**config.mk**
```make
export PLATFORM = sky130hd
export DESIGN_NAME = score_counter
export DESIGN_NICKNAME = d
export VERILOG_FILES = /design/src/rtl/doodle_pkg.sv /design/src/rtl/frame_tick_sync.sv /design/src/rtl/score_counter.sv
export SDC_FILE = /design/constraint.sdc
export NUM_CORES = 1
export LEC_CHECK = 0
export CAP_MARGIN = 5
export CORE_ASPECT_RATIO = 1.25
export CORE_UTILIZATION = 50
export CTS_CLUSTER_DIAMETER = 150
export DETAILED_ROUTE_END_ITERATION = 12
export PLACE_DENSITY = 0.85
export SLEW_MARGIN = 10
export SYNTH_ARGS = -nofsm -noshare
export SYNTH_HDL_FRONTEND = slang
export SYNTH_HIERARCHICAL = 1
export SYNTH_SLANG_ARGS = --single-unit
```
**constraint.sdc**
```tcl
create_clock -name Clk -period 3 [get_ports Clk]
set_input_delay 0.3 -clock Clk [delete_from_list [all_inputs] [get_ports Clk]]
set_output_delay 0.3 -clock Clk [all_outputs]
set_load 0.03 [all_outputs]
```
**src/rtl/doodle_pkg.sv**
```systemverilog
// Shared definitions for the score path: screen codes, mode states, score width.
package doodle_pkg;

  localparam int SCORE_W = 11;

  localparam logic [2:0] SHOW_START = 3'd0;
  localparam logic [2:0] SHOW_OVER  = 3'd3;

  typedef enum logic [1:0] {
    START = 2'd0,
    PLAY  = 2'd1,
    OVER  = 2'd2
  } score_state_t;

  // Map the game screen code onto the score mode; every code that is neither
  // the start screen nor the drop screen counts as active play.
  function automatic score_state_t decode_show(input logic [2:0] show_code);
    if (show_code == SHOW_START) begin
      return START;
    end else if (show_code == SHOW_OVER) begin
      return OVER;
    end else begin
      return PLAY;
    end
  endfunction

endpackage

```
**src/rtl/frame_tick_sync.sv**
```systemverilog
// Brings the VGA vsync into the system clock domain and turns each rising
// edge into a single-cycle registered pulse, three clocks after the edge.
module frame_tick_sync (
  input  logic Clk,
  input  logic Reset_n,
  input  logic async_in,
  output logic tick
);

  logic r_meta;
  logic r_sync;
  logic r_prev;
  logic r_tick;

  // Two-flop synchroniser, one delay flop for edge detection, registered pulse.
  always_ff @(posedge Clk or negedge Reset_n) begin
    if (!Reset_n) begin
      r_meta <= 1'b0;
      r_sync <= 1'b0;
      r_prev <= 1'b0;
      r_tick <= 1'b0;
    end else begin
      r_meta <= async_in;
      r_sync <= r_meta;
      r_prev <= r_sync;
      r_tick <= r_sync & ~r_prev;
    end
  end

  assign tick = r_tick;

endmodule

```
**src/rtl/score_counter.sv**
```systemverilog
// Converts per-frame background scroll into a saturating score, one point per
// UNIT_DIST pixels, and keeps the best final score seen since reset.
module score_counter
  import doodle_pkg::*;
#(
  parameter int UNIT_DIST = 30,
  parameter int MAX_SCORE = 99,
  parameter int REM_W     = 12
) (
  input  logic               Clk,
  input  logic               Reset_n,
  input  logic               frame_clk,
  input  logic [9:0]         scroll_px,
  input  logic [2:0]         show,
  output logic [SCORE_W-1:0] score_num,
  output logic [SCORE_W-1:0] best_num,
  output logic               new_best,
  output logic               busy
);

  localparam logic [REM_W-1:0]   UNIT    = REM_W'(UNIT_DIST);
  localparam logic [REM_W:0]     REM_MAX = {1'b0, {REM_W{1'b1}}};
  localparam logic [SCORE_W-1:0] MAX     = SCORE_W'(MAX_SCORE);

  logic r_rst_meta;
  logic r_rst_sync;
  logic w_rst_n;

  score_state_t       r_state;
  score_state_t       w_state_next;
  logic [REM_W-1:0]   r_rem;
  logic [SCORE_W-1:0] r_score;
  logic [SCORE_W-1:0] r_best;
  logic               r_new_best;

  logic               w_tick;
  logic [REM_W:0]     w_rem_sum;
  logic [REM_W-1:0]   w_rem_sat;
  logic               w_dec;

  // Reset asserts immediately but releases only on a clock edge, two flops deep.
  always_ff @(posedge Clk or negedge Reset_n) begin
    if (!Reset_n) begin
      r_rst_meta <= 1'b0;
      r_rst_sync <= 1'b0;
    end else begin
      r_rst_meta <= 1'b1;
      r_rst_sync <= r_rst_meta;
    end
  end

  assign w_rst_n = r_rst_sync;

  frame_tick_sync u_frame_tick_sync (
    .Clk      (Clk),
    .Reset_n  (w_rst_n),
    .async_in (frame_clk),
    .tick     (w_tick)
  );

  assign w_state_next = decode_show(show);

  // Add this frame's scroll only on a tick, clamping at the register ceiling
  // before any point is taken out so a huge burst never wraps.
  assign w_rem_sum = {1'b0, r_rem} + (w_tick ? (REM_W + 1)'(scroll_px) : '0);
  assign w_rem_sat = (w_rem_sum > REM_MAX) ? {REM_W{1'b1}} : w_rem_sum[REM_W-1:0];
  assign w_dec     = (r_rem >= UNIT) && (r_score < MAX);

  // Mode FSM with the remainder/score datapath and game-over best capture.
  always_ff @(posedge Clk or negedge w_rst_n) begin
    if (!w_rst_n) begin
      r_state    <= START;
      r_rem      <= '0;
      r_score    <= '0;
      r_best     <= '0;
      r_new_best <= 1'b0;
    end else begin
      r_state <= w_state_next;
      unique case (r_state)
        START: begin
          r_score    <= '0;
          r_rem      <= '0;
          r_new_best <= 1'b0;
        end
        PLAY: begin
          if (w_state_next == OVER) begin
            // Freeze the score on the way out; leftover pixels never score.
            if (r_score > r_best) begin
              r_best     <= r_score;
              r_new_best <= 1'b1;
            end
            r_rem <= '0;
          end else if (r_score >= MAX) begin
            r_rem <= '0;
          end else begin
            r_rem <= w_dec ? (w_rem_sat - UNIT) : w_rem_sat;
            if (w_dec) begin
              r_score <= r_score + SCORE_W'(1);
            end
          end
        end
        OVER: begin
          r_rem <= '0;
        end
        default: begin
          r_rem <= '0;
        end
      endcase
    end
  end

  assign score_num = r_score;
  assign best_num  = r_best;
  assign new_best  = r_new_best;
  assign busy      = (r_state == PLAY) && w_dec;

endmodule

```
==> qor.txt <==
status -> finished, final reports clean
Via-to-Cell Ratio -> 5.82
Synth area leader -> dfrtp_1
Overflow after GRT -> 0
antenna cell count -> 0
vias in the first global route -> 2,747
final setup fails -> 0
Top FF cell, synth -> dfrtp_1
first-pass GRT wire length -> 12,100 µm
maxcap violations -> 0
GRT Overall Usage -> 25.3%
syn_area_per_cell -> 9.52 µm²
RD Place Congestion -> 0.856
share of post-route cells with drive strength above 1 -> 27.1%
Layout Nets -> 426
synth top area cells -> dfrtp_1, ha_1, mux2_2, nor2_1, xnor2_1
syn_nets -> 342
initial antenna violation count -> 0
drt drc -> 0
PD cells -> 724 nW/µm²
Fillers -> 398
clock root cell -> clkbuf_8
Setup Slack @ Placement -> -347 ps
post-layout min period -> 2980 ps
setup ws final -> 24.1 ps
Core Region -> 5480 µm²
slowest cell on the critical path -> or4_4
Pre-antenna DRT Iters -> 5
synthesized instance count -> 302
slew of the pin with the lowest slew margin -> 521 ps
Rows -> 30
CP max FO -> 8
Post-synth EDFFs -> 0
Crit. End Element -> flop
Max Freq -> 336 MHz
largest net degree at the start of global routing -> 42
YS warnings -> 6
Vias -> 2,625
Synth async-reset ratio -> 100%
post-synthesis sequential area ratio -> 37.4%
Worst Skew -> 5.07 ps
RSZ-0062 raised after global routing -> true
period utilization -> 99.2%
worst path required time -> 3230 ps
Synth cell types -> 63
Slew Limit Fails -> 0
# port buffers -> 39
Die Area -> 6060 µm²
DR iter-0 viols -> 126
Post-Route WL -> 7550 µm
critical path arrival -> 3200 ps
endpoints failing hold -> 0
worst stage delay on the critical path -> 540 ps
Syn-to-layout area delta -> 35.7%
Avg WL per Cell -> 16.7 µm
Pleak -> 0.00174 µW
Yosys reg bits -> 43
Mapped Area -> 2880 µm²
Crit Path Category -> flop to flop
headroom to the max-slew limit -> 65.3%
crit-path cells -> buf_6, and2_1, ha_2, nor2_1, a221oi_1, o311a_1, nand2_1, or4_4, or3_1, a21oi_2
final HPWL from detailed placement -> 5320 µm
FF-to-FF path depth -> 10
area share of the largest cell type after synthesis -> 37.4%
worst hold path class -> input port to async pin
buffer depth of the longest clock path -> 2
Die Y -> 86.8 µm
Top Ports -> 40
CTS H-Tree Depth -> 2
Peak VDD IR -> 0.000812 V
startpoint class of the critical path -> flop
TritonCTS clock tree -> built
clk sink count -> 43
Initial Utilization -> 52.5%
total CTS buffers -> 5
hold buffer count at CTS -> 0
later-pin clock latency in the skew report -> 300 ps
minimum hold slack -> 152 ps
ANT nets after route -> 0
Die X-Extent -> 69.8 µm
Clock Pin Slew Worst Setup and Hold Paths -> 80 ps
[registers in the layout, indices dropped and copies added, names as in the netlist]
name / count
new_best: 1
u_frame_tick_sync/r_meta: 1
u_frame_tick_sync/tick: 1
r_rst_meta: 1
u_frame_tick_sync/r_sync: 1
r_state: 2
r_rem: 12
u_frame_tick_sync/r_prev: 1
r_rst_sync: 1
best_num: 11
score_num: 11
[through the flow]
step	area, µm²	cells	TNS, ps	total power (µW)	utilization, %
finish	3900	451	0	2820	71.2
CTS	3740	448	0	2700	68.3
global route	3900	451	-154	3030	71.2
floorplan	2880	302	0	1740	-
detailed placement	3610	438	-2090	2300	65.9
global placement	3610	438	-1090	2240	65.9
[metal layers]
metal	GRT usage (%)	wire (µm)	part of all wire, %
met1	28.2	3060	41
met2	47.4	3980	53
met3	3.60	254	3.4
met4	11.3	250	3.3
met5	0	0	0
[path summary, 6_finish.rpt]
path / slack [ps] / endpoint / start
worst max-delay path: 20 / r_rem[10] / u_frame_tick_sync/tick
worst min-delay path: 150 / r_rst_sync / Reset_n
worst max register to register: 20 / r_rem[10] / u_frame_tick_sync/tick
worst min register to register: 310 / u_frame_tick_sync/r_sync / r_rst_sync
max in group asynchronous: 2310 / u_frame_tick_sync/tick / r_rst_sync
min in group Clk: 350 / u_frame_tick_sync/r_sync / u_frame_tick_sync/r_meta
[where the power goes]
group / total (µW) / internal (µW) / leakage, µW / switching [µW]
Combinational: 1650 / 825 / 0.00113 / 822
Sequential: 810 / 688 / 0.000565 / 122
Clock: 367 / 163 / 0.0000412 / 204
[area by class of cell]
cell class / count / area [µm²] / area share, %
Sequential cell: 43 / 1080 / 27.6
Clock buffer: 6 / 72.6 / 1.86
Timing Repair Buffer: 84 / 736 / 18.9
Inverter: 19 / 71.3 / 1.83
Multi-Input combinational cell: 233 / 1850 / 47.5
Clock inverter: 2 / 12.5 / 0.321
Tap cell: 64 / 80.1 / 2.05
[critical path, delay by kind of cell, from the launching register on]
| family | cells | cell delay [ps] |
|---|---|---|
| buffers and inverters | 1 | 150 |
| adders and majority gates | 1 | 390 |
| AOI/OAI and AO/OA | 3 | 750 |
| DFF | 1 | 470 |
| and+or+nand+nor | 5 | 1130 |
[kinds of logic after synthesis]
kind of cell	Yosys count	synth area share (%)
DFF	43	37.4
buffers and inverters	26	3.78
xor gates and xnor gates	12	3.65
and+or+nand+nor	109	20.7
adders and majority gates	24	10.7
muxes	17	6.52
other	1	0.130
AOI/OAI and AO/OA	70	17.1
[cell usage in the layout (no fill, tap or decap), types with 3 or more instances in the layout]
cell type        instances
buf_4                   43
dfrtp_1                 42
clkdlybuf4s50_1         39
nor2_1                  23
inv_1                   19
ha_1                    17
nand2_1                 16
mux2_2                  14
o21ai_0                 12
a21oi_1                 12
xnor2_1                  9
and2_1                   8
nand4_1                  8
nor2b_1                  8
nor3_1                   6
nand2b_1                 5
o21a_1                   5
clkbuf_8                 5
nand3_1                  4
a31oi_1                  4
o21ai_2                  4
o21ai_1                  4
ha_4                     4
o21bai_1                 3
nor2_2                   3
xor2_1                   3
o211ai_1                 3
[synthesized netlist by cell type (all sizes together), types with 3 or more instances]
master,count
ha,23
nor2b,9
xor2,3
a21oi,14
nand3,4
nand4,8
a211oi,3
o211ai,3
inv,19
dfrtp,43
o21ai,21
o21bai,3
a31oi,4
nor3,7
nor2,26
nand2b,6
mux2,14
mux2i,3
nand2,19
clkbuf,5
and2,10
xnor2,9
o21a,6
[timing repair]
| action | CTS | global route |
|---|---|---|
| pin swaps | 1 | 15 |
| resized for setup | 8 | 33 |
| buffers inserted | 2 | 3 |
| endpoints found under the setup margin | 6 | 7 |
Power figures use the tool's default switching activity.
